File: config.mk
export PLATFORM = sky130hd
export DESIGN_NAME = pipe_fetch_unit_flat
export DESIGN_NICKNAME = d
export VERILOG_FILES = /design/src/rtl/pipe_fetch_unit_if.sv /design/src/rtl/pipe_fetch_unit.sv /design/src/flat_wrapper.sv
export SDC_FILE = /design/constraint.sdc
export NUM_CORES = 1
export LEC_CHECK = 0
export CAP_MARGIN = 20
export CORE_ASPECT_RATIO = 1.2
export CORE_MARGIN = 1
export CORE_UTILIZATION = 50
export DETAILED_ROUTE_END_ITERATION = 8
export PLACE_DENSITY = 0.82
export REMOVE_ABC_BUFFERS = 1
export SETUP_SLACK_MARGIN = 0.15
export SYNTH_ARGS = -nofsm -noshare
export SYNTH_HDL_FRONTEND = slang
export SYNTH_SLANG_ARGS = --single-unit
File: constraint.sdc
create_clock -name clk -period 2.88 [get_ports clk]
set_input_delay 0.864 -clock clk [delete_from_list [all_inputs] [get_ports clk]]
set_output_delay 0.864 -clock clk [all_outputs]
set_load 0.01 [all_outputs]
File: src/rtl/pipe_fetch_unit_if.sv
// Fetch-stage bundle: instruction memory port plus the
// decode-facing instruction stream and redirect controls.
interface pipe_fetch_unit_if #(
  parameter int DW    = 32,
  parameter int AW    = 11,
  parameter int DEPTH = 4
);
  logic [AW-1:0]              i_addr;
  logic                       im_oen;
  logic [DW-1:0]              ir;
  logic                       stall;
  logic                       redirect;
  logic [AW-1:0]              redirect_pc;
  logic [DW-1:0]              inst;
  logic [AW-1:0]              inst_pc;
  logic                       inst_valid;
  logic [$clog2(DEPTH+1)-1:0] count;

  modport master (
    output i_addr, im_oen,
    output inst, inst_pc, inst_valid, count,
    input  ir, stall, redirect, redirect_pc
  );

  modport slave (
    input  i_addr, im_oen,
    input  inst, inst_pc, inst_valid, count,
    output ir, stall, redirect, redirect_pc
  );
endinterface

File: src/rtl/pipe_fetch_unit.sv
// Instruction fetch stage: credit-based issue to a fixed-latency
// memory, prefetch FIFO towards decode, flush on redirect.
module pipe_fetch_unit #(
  parameter int              DW       = 32,
  parameter int              AW       = 11,
  parameter int              DEPTH    = 4,
  parameter int              MEM_LAT  = 1,
  parameter logic [AW-1:0]   RESET_PC = '0,
  parameter logic [DW-1:0]   NOP      = '0
) (
  input logic               clk,
  input logic               rst_n,
  pipe_fetch_unit_if.master bus
);
  localparam int CW = $clog2(DEPTH + 1);
  localparam int PW = $clog2(DEPTH);
  localparam int OW = $clog2(DEPTH + MEM_LAT + 1);

  typedef struct packed {
    logic          v;
    logic [AW-1:0] pc;
  } slot_t;

  logic [AW-1:0]        fpc;
  logic [AW-1:0]        addr_q;
  logic                 oen_q;
  slot_t [MEM_LAT-1:0]  pipe;
  logic [DW-1:0]        fifo_d  [DEPTH];
  logic [AW-1:0]        fifo_pc [DEPTH];
  logic [PW-1:0]        rd;
  logic [PW-1:0]        wr;
  logic [CW-1:0]        cnt;
  logic [OW-1:0]        inflight;
  logic [OW-1:0]        occ;
  logic                 valid;
  logic                 push;
  logic                 pop;
  logic                 issue;

  always_comb begin
    inflight = '0;
    for (int i = 0; i < MEM_LAT; i++)
      inflight = inflight + OW'(pipe[i].v);
  end

  assign valid = cnt != '0;
  assign pop   = valid && !bus.stall;
  assign push  = pipe[MEM_LAT-1].v;

  // A head leaving this edge frees its credit immediately,
  // which keeps DEPTH = MEM_LAT+1 bubble-free.
  assign occ   = OW'(cnt) + inflight - OW'(pop);
  assign issue = occ < OW'(DEPTH);

  always_ff @(posedge clk) begin
    if (!rst_n) begin
      fpc    <= RESET_PC;
      addr_q <= '0;
      oen_q  <= 1'b1;
      pipe   <= '0;
      rd     <= '0;
      wr     <= '0;
      cnt    <= '0;
    end else if (bus.redirect) begin
      fpc    <= bus.redirect_pc;
      oen_q  <= 1'b1;
      pipe   <= '0;
      rd     <= '0;
      wr     <= '0;
      cnt    <= '0;
    end else begin
      if (issue) begin
        addr_q <= fpc;
        oen_q  <= 1'b0;
        fpc    <= fpc + 1'b1;
      end else begin
        oen_q  <= 1'b1;
      end
      pipe[0] <= '{v: issue, pc: fpc};
      for (int i = 1; i < MEM_LAT; i++)
        pipe[i] <= pipe[i-1];
      if (push) wr <= wr + 1'b1;
      if (pop)  rd <= rd + 1'b1;
      cnt <= cnt + CW'(push) - CW'(pop);
    end
  end

  always_ff @(posedge clk) begin
    if (rst_n && !bus.redirect && push) begin
      fifo_d[wr]  <= bus.ir;
      fifo_pc[wr] <= pipe[MEM_LAT-1].pc;
    end
  end

  always_ff @(posedge clk) begin
    if (rst_n && !bus.redirect && push && !pop)
      assert (cnt < CW'(DEPTH));
  end

  assign bus.i_addr     = addr_q;
  assign bus.im_oen     = oen_q;
  assign bus.inst_valid = valid;
  assign bus.inst       = valid ? fifo_d[rd] : NOP;
  assign bus.inst_pc    = valid ? fifo_pc[rd] : '0;
  assign bus.count      = cnt;
endmodule

File: src/flat_wrapper.sv
// flat-port wrapper written by rule: the top's interface ports become plain ports
module pipe_fetch_unit_flat 
#(
  parameter int              DW       = 32,
  parameter int              AW       = 11,
  parameter int              DEPTH    = 4,
  parameter int              MEM_LAT  = 1,
  parameter logic [AW-1:0]   RESET_PC = '0,
  parameter logic [DW-1:0]   NOP      = '0
)
  (clk, rst_n, bus_i_addr, bus_im_oen, bus_inst, bus_inst_pc, bus_inst_valid, bus_count, bus_ir, bus_stall, bus_redirect, bus_redirect_pc);
  pipe_fetch_unit_if #(.DW(DW), .AW(AW), .DEPTH(DEPTH)) bus_i ();
  input logic clk;
  input logic rst_n;
  output wire logic [$bits(bus_i.i_addr)-1:0] bus_i_addr;
  output wire logic [$bits(bus_i.im_oen)-1:0] bus_im_oen;
  output wire logic [$bits(bus_i.inst)-1:0] bus_inst;
  output wire logic [$bits(bus_i.inst_pc)-1:0] bus_inst_pc;
  output wire logic [$bits(bus_i.inst_valid)-1:0] bus_inst_valid;
  output wire logic [$bits(bus_i.count)-1:0] bus_count;
  input wire logic [$bits(bus_i.ir)-1:0] bus_ir;
  input wire logic [$bits(bus_i.stall)-1:0] bus_stall;
  input wire logic [$bits(bus_i.redirect)-1:0] bus_redirect;
  input wire logic [$bits(bus_i.redirect_pc)-1:0] bus_redirect_pc;
  assign bus_i_addr = bus_i.i_addr;
  assign bus_im_oen = bus_i.im_oen;
  assign bus_inst = bus_i.inst;
  assign bus_inst_pc = bus_i.inst_pc;
  assign bus_inst_valid = bus_i.inst_valid;
  assign bus_count = bus_i.count;
  assign bus_i.ir = bus_ir;
  assign bus_i.stall = bus_stall;
  assign bus_i.redirect = bus_redirect;
  assign bus_i.redirect_pc = bus_redirect_pc;
  pipe_fetch_unit #(.DW(DW), .AW(AW), .DEPTH(DEPTH), .MEM_LAT(MEM_LAT), .RESET_PC(RESET_PC), .NOP(NOP)) u_core (.clk(clk), .rst_n(rst_n), .bus(bus_i));
endmodule
== Word-level counts from Yosys, hierarchy flattened ==
Memory sizes are Yosys's and may differ from the RTL's. A register that Yosys moved wholly into a read port is not among the register bits.
Index checks and enable logic that the tools add are counted.

* Output and inout bits: 59
* Bits in registers: 42
* Bits of input ports: 47
* Memories: 2
* RAM bits: 172

{| class="wikitable"
|+ Memories
! name !! depth !! bits a word !! read ports !! clocked after memory_dff !! wr ports !! RTL line !! text
|-
| u_core.fifo_d || 4 || 32 || 1 || 1 || 1 || pipe_fetch_unit.sv:28 || <nowiki>logic [DW-1:0] fifo_d [DEPTH];</nowiki>
|-
| u_core.fifo_pc || 4 || 11 || 1 || 1 || 1 || pipe_fetch_unit.sv:29 || <nowiki>logic [AW-1:0] fifo_pc [DEPTH];</nowiki>
|}

* Magnitude comparators: 1
* Reduce and logical (&&, ||, !) cells: 9
* Bitwise gates (word level): 2
* Muxes and demuxes: 11
* $add $sub $neg: 5

{| class="wikitable"
|+ Operator list
! cell !! count
|-
| $mux 11 || 3
|-
| $mux 32 || 1
|-
| $add 11x1->11 const B || 1
|-
| $mux 2 || 4
|-
| $add 2x1->2 const B || 2
|-
| $add 3x1->3 || 1
|-
| $logic_and 1x1->1 || 3
|-
| $lt 3x3->1 const B || 1
|-
| $mux 1 || 3
|-
| $reduce_bool 3->1 || 1
|-
| $sub 3x1->3 || 1
|-
| $logic_not 1->1 || 2
|-
| $not 1->1 || 2
|-
| $reduce_and 2->1 || 1
|-
| $reduce_bool 2->1 || 1
|-
| $reduce_or 2->1 || 1
|}

== Logic depth before layout (Yosys ltp) ==
Gate-level depths: netlist of run 1.

* Depth in word-level cells: 6
* Depth in mapped cells: 12
* Depth with buffers taken out: 11

== Least setup slack after synthesis of run 1 ==
OpenSTA, ideal clock, no wires.

* Path kind: reg2reg
* Start: reg u_core.cnt[2], in the netlist u_core.bus.count[2]
* End: reg u_core.fpc[9]
* Cell stages (with the launch flop): 12
* Library setup time: 0.132 ns
* Data required time: 2.748 ns
* Path buffers: 0
* Arrival time: 2.971 ns
* Path slack: -0.222 ns
* Path through: dfxtp_1 nor3_1 nor2_1 ha_1 inv_1 ha_1 inv_1 fa_1 xor3_2 nor4_2 xnor2_1 a21oi_1

* Word-level cells in the longest chain between the ends: 5
* Elaborated cells between the ends (all ways): 6
* Those cells by class: 2 x add/sub; 1 x order compare; 3 x reduce/logical

{| class="wikitable"
|+ Ends and longest elaborated chain
! what !! RTL line !! text
|-
| from (decl) || pipe_fetch_unit.sv:32 || <nowiki>logic [CW-1:0] cnt;</nowiki>
|-
| from (signal assigned) || pipe_fetch_unit.sv:84 || <nowiki>cnt <= cnt + CW'(push) - CW'(pop);</nowiki>
|-
| $reduce_bool 3->1 || pipe_fetch_unit.sv:46 || <nowiki>assign valid = cnt != '0;</nowiki>
|-
| $logic_and 1x1->1 || pipe_fetch_unit.sv:47 || <nowiki>assign pop = valid && !bus.stall;</nowiki>
|-
| named net u_core.pop || pipe_fetch_unit.sv:37 || <nowiki>logic pop;</nowiki>
|-
| $sub 3x1->3 || pipe_fetch_unit.sv:52 || <nowiki>assign occ = OW'(cnt) + inflight - OW'(pop);</nowiki>
|-
| $lt 3x3->1 || pipe_fetch_unit.sv:53 || <nowiki>assign issue = occ < OW'(DEPTH);</nowiki>
|-
| $reduce_bool 2->1 (no source line) || - ||
|-
| to (signal assigned) || pipe_fetch_unit.sv:65 || <nowiki>fpc <= bus.redirect_pc;</nowiki>
|-
| to (signal assigned) || pipe_fetch_unit.sv:75 || <nowiki>fpc <= fpc + 1'b1;</nowiki>
|-
| to (decl) || pipe_fetch_unit.sv:24 || <nowiki>logic [AW-1:0] fpc;</nowiki>
|}

The timed path passes the listed nets, and every way through them passes these cells.
A chain may end at the register's enable or synchronous reset.

==> impl_metrics.yaml, run 1 <==
yosys:
  ys_seq_area_frac: 0.7316
  yosysTopAreaCell: "edfxtp_1"
  yosysMostFrequentCell: "edfxtp_1"
  synth_compound_area_frac: 0.01968
  synthSimpleGateAreaFrac: 0.08191
  synthTopCellsByArea: "edfxtp_1, mux4_2, dfxtp_1, nor2b_1, o21ai_0"
  synth_top_family_by_area: "multiplexers"
  muxShareOfSynthArea: 0.1184
  synth_xor_area_frac: 0.01893
  syn_area_um2: 8264
  synthTopCellsByCount: "edfxtp_1, dfxtp_1, mux4_2"
  synth-seq-cells: 216
  synth_ff_type: "edfxtp_1"
  async_flop_share: 0
  yosys_warnings: 0
  postSynthAreaPerCell_um2: 17.66
  synth.distinct_cells: 32
  synth_fa_ha_area_frac: 0.01302
  synth-edff-count: 172
  synth_top_area_share: 0.6250
  synth_cells: 468
hold_path:
  whs_path_depth: 2
  worst_hold_path_type: "flip-flop to flip-flop"
  holdPathEnd: "u_core.bus.i_addr[4]"
  hp-start: "u_core.bus.i_addr[4]"
die:
  core-area_um2: 16210
  num_io_pins: 106
  num_rows: 51
  dieWidth_um: 119.4
  dieArea_um2: 17050
  initial_core_util: 0.5099
  die_h_um: 142.8
critical_path:
  rr_startpoint: "u_core.bus.count[0]"
  crit_type: "flip-flop to output pin"
  path_max_fanout: 5
  crit_path_end_kind: "output pin"
  r2r_slack_ns: 0.26
  worstReg2RegEnd: "u_core.fpc[4]"
  arrival_ns: 2.05
  start_kind: "flip-flop"
  critical_path_required_ns: 2.02
  reg2reg_depth: 13
placed_design:
  placed_area_um2: 9738
  gp_congestion: 0.8246
  hpwl_um: 9427
  port_buffers: 105
drt:
  drtIter0Drc: 424
  viasPerCell: 5.534
  wl_per_cell_um: 21.20
  vias: 4654
  wl_um: 17830
  dr.pass1.iters: 5
  postRouteAntennaNets: 0
  drc_errors: 0
power_and_ir_drop:
  power.leakage_nw: 3.816
  vdd_ir_drop_max_uv: 590.0
  finalPower_mw: 7.002
  powerDensity_nw_per_um2: 637.0
timing:
  hold_viol: 0
  report.final.slew_viol_count: 0
  period_share: 1.013
  fin_skew_ns: 0.01930
  final.setup.worst_slack_ns: -0.03867
  relSlewSlack: 0.7500
  worst_pin_slew_ns: 0.3742
  rsz0062_at_grt: "yes"
  fmax_mhz: 342.6
  period_needed_ns: 2.919
  finalSetupViolCount: 6
clock_tree:
  clk_path_buf_depth: 3
  cts_tree: "built"
  htree_num_levels: 1
  holdBufCountCts: 0
  cts_buffers: 21
  cts_sinks: 216
  cts_root_buffer: "clkbuf_16"
  clk_latency_ns: 0.49
  path_clk_slew_ns: 0.06
global_route:
  antenna_found_initial: 0
  grt-ovfl-total: 0
  grt_pass1_vias: 4900
  grt.total_usage: 0.2099
  grt_pass1_wl_um: 27120
  grt_start_max_net_pins: 44
layout:
  post-route-cell-area_um2: 10990
  fin_nets: 670
  area_growth_syn_to_layout_pct: 33.01
  diodes: 0
  drive_gt1_frac: 0.3211
job:
  drv_cap: 0
outcome:
  status: "finished with violations"
  violations: "negative setup slack"
## routing by layer
layer,global-route usage,vias to the layer above,wire [µm]
met5,0,-,0
met4,0.04868,0,353
met3,0.03634,30,1110
met2,0.3825,214,9369
met1,0.2611,2322,6993
li1,-,2088,-
## final cells by class
cell class / count / area, µm²
clock buffers: 27 / 548.0
fillers: 1012 / 5216
well taps: 212 / 265.3
flip-flops and latches: 216 / 6055
inverters: 9 / 33.78
multi-input cells: 218 / 2335
repair buffers: 149 / 1682
clock inverters: 10 / 73.82
## worst max-delay path: stages (launching register included)
cell and delay (ns):
dfxtp_4 0.42, buf_6 0.14, buf_12 0.10, buf_16 0.11, mux4_2 0.53, nor2b_4 0.15
buf_6 0.12
## worst max path at each step
stage | from | depth (start not counted) | slack (ns) | to
floorplan | u_core.bus.count[2] | 10 | -2.35 | u_core.bus.i_addr[0]
global placement | bus_stall | 11 | -0.57 | u_core.fpc[9]
detailed placement | bus_stall | 11 | -0.64 | u_core.fpc[9]
CTS | flip-flop | 6 | -0.04 | bus_inst[17]
global route | flip-flop | 6 | -0.10 | bus_inst[17]
finish | flip-flop | 6 | -0.04 | bus_inst[9]
## through the flow
| stage | utilization | cells | setup TNS, ns | hold slack, ns | worst slack [ns] |
|---|---|---|---|---|---|
| 3_5_place_dp | 0.6008 | 781 | -13.48 | 0.4482 | -0.6398 |
| 4_1_cts | 0.6639 | 837 | -0.1908 | 0.4702 | -0.04393 |
| 5_1_grt | 0.6782 | 841 | -1.009 | 0.4939 | -0.1040 |
| 2_1_floorplan | - | 443 | -90.79 | 0.4383 | -2.349 |
| 6_report | 0.6782 | 841 | -0.1220 | 0.4671 | -0.03867 |
| 3_3_place_gp | 0.6008 | 781 | -12.42 | 0.4488 | -0.5682 |
## cell usage in the layout (no fill, tap or decap), drive strengths merged, types with 9 or more instances in the layout
| cell type | instances |
|---|---|
| and2b | 9 |
| nor2 | 11 |
| buf | 85 |
| clkbuf | 28 |
| xnor2 | 9 |
| o21ai | 21 |
| clkdlybuf4s50 | 61 |
| nand3 | 15 |
| and2 | 12 |
| dfxtp | 44 |
| mux4 | 43 |
| nor2b | 35 |
| edfxtp | 172 |
| nand2 | 21 |
## power by group
group          switching (mW)  internal (mW)  leakage, nW
registers              0.0563           3.42         1.93
logic                   0.473          0.558         1.58
clock network            1.06           1.43        0.301
## logic make-up (layout without fill, tap and decap cells)
group	count (synthesis)	after routing
buffers and inverters	34	195
XOR/XNOR	14	14
flip-flops	216	216
AND/OR/NAND/NOR	121	121
AO/OA/AOI/OAI	31	31
adder cells (fa/ha/maj)	8	8
multiplexers	44	44
## flip-flops by register name (all words and copies together), names as in the netlist, named ones only
| signal | flops |
|---|---|
| u_core.wr | 2 |
| u_core.push | 1 |
| u_core.fifo_pc | 44 |
| u_core.bus.i_addr | 11 |
| u_core.fifo_d | 128 |
| u_core.bus.im_oen | 1 |
| u_core.pipe | 11 |
| u_core.bus.count | 3 |
| u_core.rd | 2 |
| u_core.fpc | 11 |
## repair_timing
action | CTS | global route
buffers inserted | 14 | 3
cloned | 5 | 1
endpoints found under the setup margin | 69 | 54
resized for setup | 247 | 40
pin swaps | 7 | 3
hold endpoints to repair | 0 | 0
No activity file was read; power rests on OpenSTA's default activity.
==> run 2, diff against run 1 <==
Settings changed: PLACE_DENSITY 0.82 to 0.76.
==> impl_metrics.yaml, run 2 (synthesis gave the netlist of run 1 again) <==
clock_tree:
  clk_path_buf_depth: 3
  clk_latency_ns: 0.49
  htree_num_levels: 1
  cts_sinks: 216
  cts_root_buffer: "clkbuf_16"
  cts_buffers: 20
  cts_tree: "built"
  path_clk_slew_ns: 0.06
  holdBufCountCts: 0
timing:
  fin_skew_ns: 0.008253
  hold_viol: 0
  period_share: 0.9973
  report.final.slew_viol_count: 0
  period_needed_ns: 2.872
  fmax_mhz: 348.2
  worst_pin_slew_ns: 0.3467
  rsz0062_at_grt: "yes"
  relSlewSlack: 0.7684
  finalSetupViolCount: 0
critical_path:
  worstReg2RegEnd: "u_core.fpc[10]"
  r2r_slack_ns: 0.27
  crit_type: "flip-flop to output pin"
  arrival_ns: 2.01
  crit_path_end_kind: "output pin"
  reg2reg_depth: 12
  rr_startpoint: "u_core.bus.count[1]"
  start_kind: "flip-flop"
  path_max_fanout: 5
  critical_path_required_ns: 2.02
global_route:
  antenna_found_initial: 1
  grt_pass1_wl_um: 25790
  grt-ovfl-total: 0
  grt.total_usage: 0.2015
  grt_pass1_vias: 4762
  grt_start_max_net_pins: 35
layout:
  reg_top3: "u_core.fifo_d: 128 flops, u_core.fifo_pc: 44 flops"
  largest_register: "u_core.fifo_d"
  final_cell_mix: "edfxtp_1, clkdlybuf4s50_1, mux4_2"
  drive_gt1_frac: 0.3239
  fin_nets: 674
  layout_commonest_cell: "edfxtp_1"
  largest_register_ffs: 128
  layout.cells.non_filler: 846
  area_growth_syn_to_layout_pct: 32.81
power_and_ir_drop:
  sw_frac_of_total: 0.2234
  vdd_ir_drop_max_uv: 454.1
  p_switching_mw: 1.579
  p_int_mw: 5.487
  clockPowerShare: 0.368
  finalPower_mw: 7.066
  combinationalPowerShare: 0.140
  powerDensity_nw_per_um2: 643.8
  power.leakage_nw: 3.854
  seqPwrFrac: 0.492
placed_design:
  place_inst: 782
  hpwl_um: 9402
  gp_congestion: 0.8278
  port_buffers: 105
drt:
  vias: 4615
  wl_per_cell_um: 21.00
  wl_um: 17770
  drc_errors: 0
  postRouteAntennaNets: 0
  dr.pass1.iters: 4
  viasPerCell: 5.455
  drtIter0Drc: 354
job:
  drv_cap: 0
hold_path:
  worst_hold_path_type: "flip-flop to flip-flop"
  hp-start: "u_core.bus.i_addr[0]"
  whs_path_depth: 2
  holdPathEnd: "u_core.bus.i_addr[0]"
die:
  initial_core_util: 0.5099
  die_h_um: 142.8
  num_io_pins: 106
  core-area_um2: 16210
  dieArea_um2: 17050
  num_rows: 51
  dieWidth_um: 119.4
outcome:
  status: "finished clean"
## run 2: final cells by class
cell class                      count  area [µm²]
Sequential cell                   216        6053
Clock inverter                     11       103.9
Tap cell                          212       265.3
Clock buffer                       25       550.5
Inverter                            9       33.78
Multi-Input combinational cell    218        2296
Antenna cell                        1       2.502
Timing Repair Buffer              154        1670
Fill cell                        1054        5233
## run 2: timing repair
action / CTS / global route
setup endpoints to repair: 66 / 48
gates resized for setup: 216 / 47
pin swaps: 7 / 2
buffers inserted: 8 / 11
gates cloned: 5 / 3
## run 2: per-layer routing
metal	part of all wire	wire length (µm)	track usage	vias to the layer above
met5	0	0	0	-
met3	0.053	942	0.04393	26
met4	0.019	338	0.07171	0
met2	0.53	9364	0.3531	155
met1	0.40	7119	0.2472	2344
li1	-	-	-	2090
## run 2: worst max-delay path by stage
stage	start	to	slack [ns]	depth (start not counted)
detailed placement	bus_stall	u_core.fpc[9]	-0.68	11
global route	flip-flop	bus_inst[2]	-0.05	6
CTS	flip-flop	bus_inst[17]	-0.06	5
finish	flip-flop	bus_inst[12]	0.008	6
global placement	bus_stall	u_core.fpc[7]	-0.59	11
floorplan	u_core.bus.count[2]	u_core.bus.i_addr[0]	-2.35	10
## run 2: worst max-delay path, stage by stage, from the launching register on
cell and delay, ns:
dfxtp_4 0.39, buf_12 0.13, buf_16 0.12, buf_12 0.11
mux4_2 0.50, nor2b_4 0.15, buf_6 0.12
## run 2: metrics by stage
| step | hold slack (ns) | setup TNS (ns) | instance area (µm²) | setup slack (ns) | utilization |
|---|---|---|---|---|---|
| 6_report | 0.4630 | 0 | 10980 | 0.007785 | 0.6772 |
| 5_1_grt | 0.4901 | -0.3634 | 10980 | -0.05189 | 0.6772 |
| 4_1_cts | 0.4657 | -0.05875 | 10590 | -0.05590 | 0.6531 |
| 3_5_place_dp | 0.4524 | -13.65 | 9746 | -0.6775 | 0.6013 |
| 3_3_place_gp | 0.4456 | -11.69 | 9746 | -0.5857 | 0.6013 |
| 2_1_floorplan | 0.4383 | -90.79 | 8162 | -2.349 | - |
## run 2: power by group through the flow
| stage | registers (mW) | logic [mW] | clock network (mW) |
|---|---|---|---|
| floorplan | 3.55 | 0.333 | 0 |
| global placement | 3.54 | 0.753 | 0 |
| detailed placement | 3.54 | 0.769 | 0 |
| CTS | 3.48 | 0.886 | 2.64 |
| global route | 3.48 | 1.05 | 2.74 |
| finish | 3.48 | 0.991 | 2.60 |
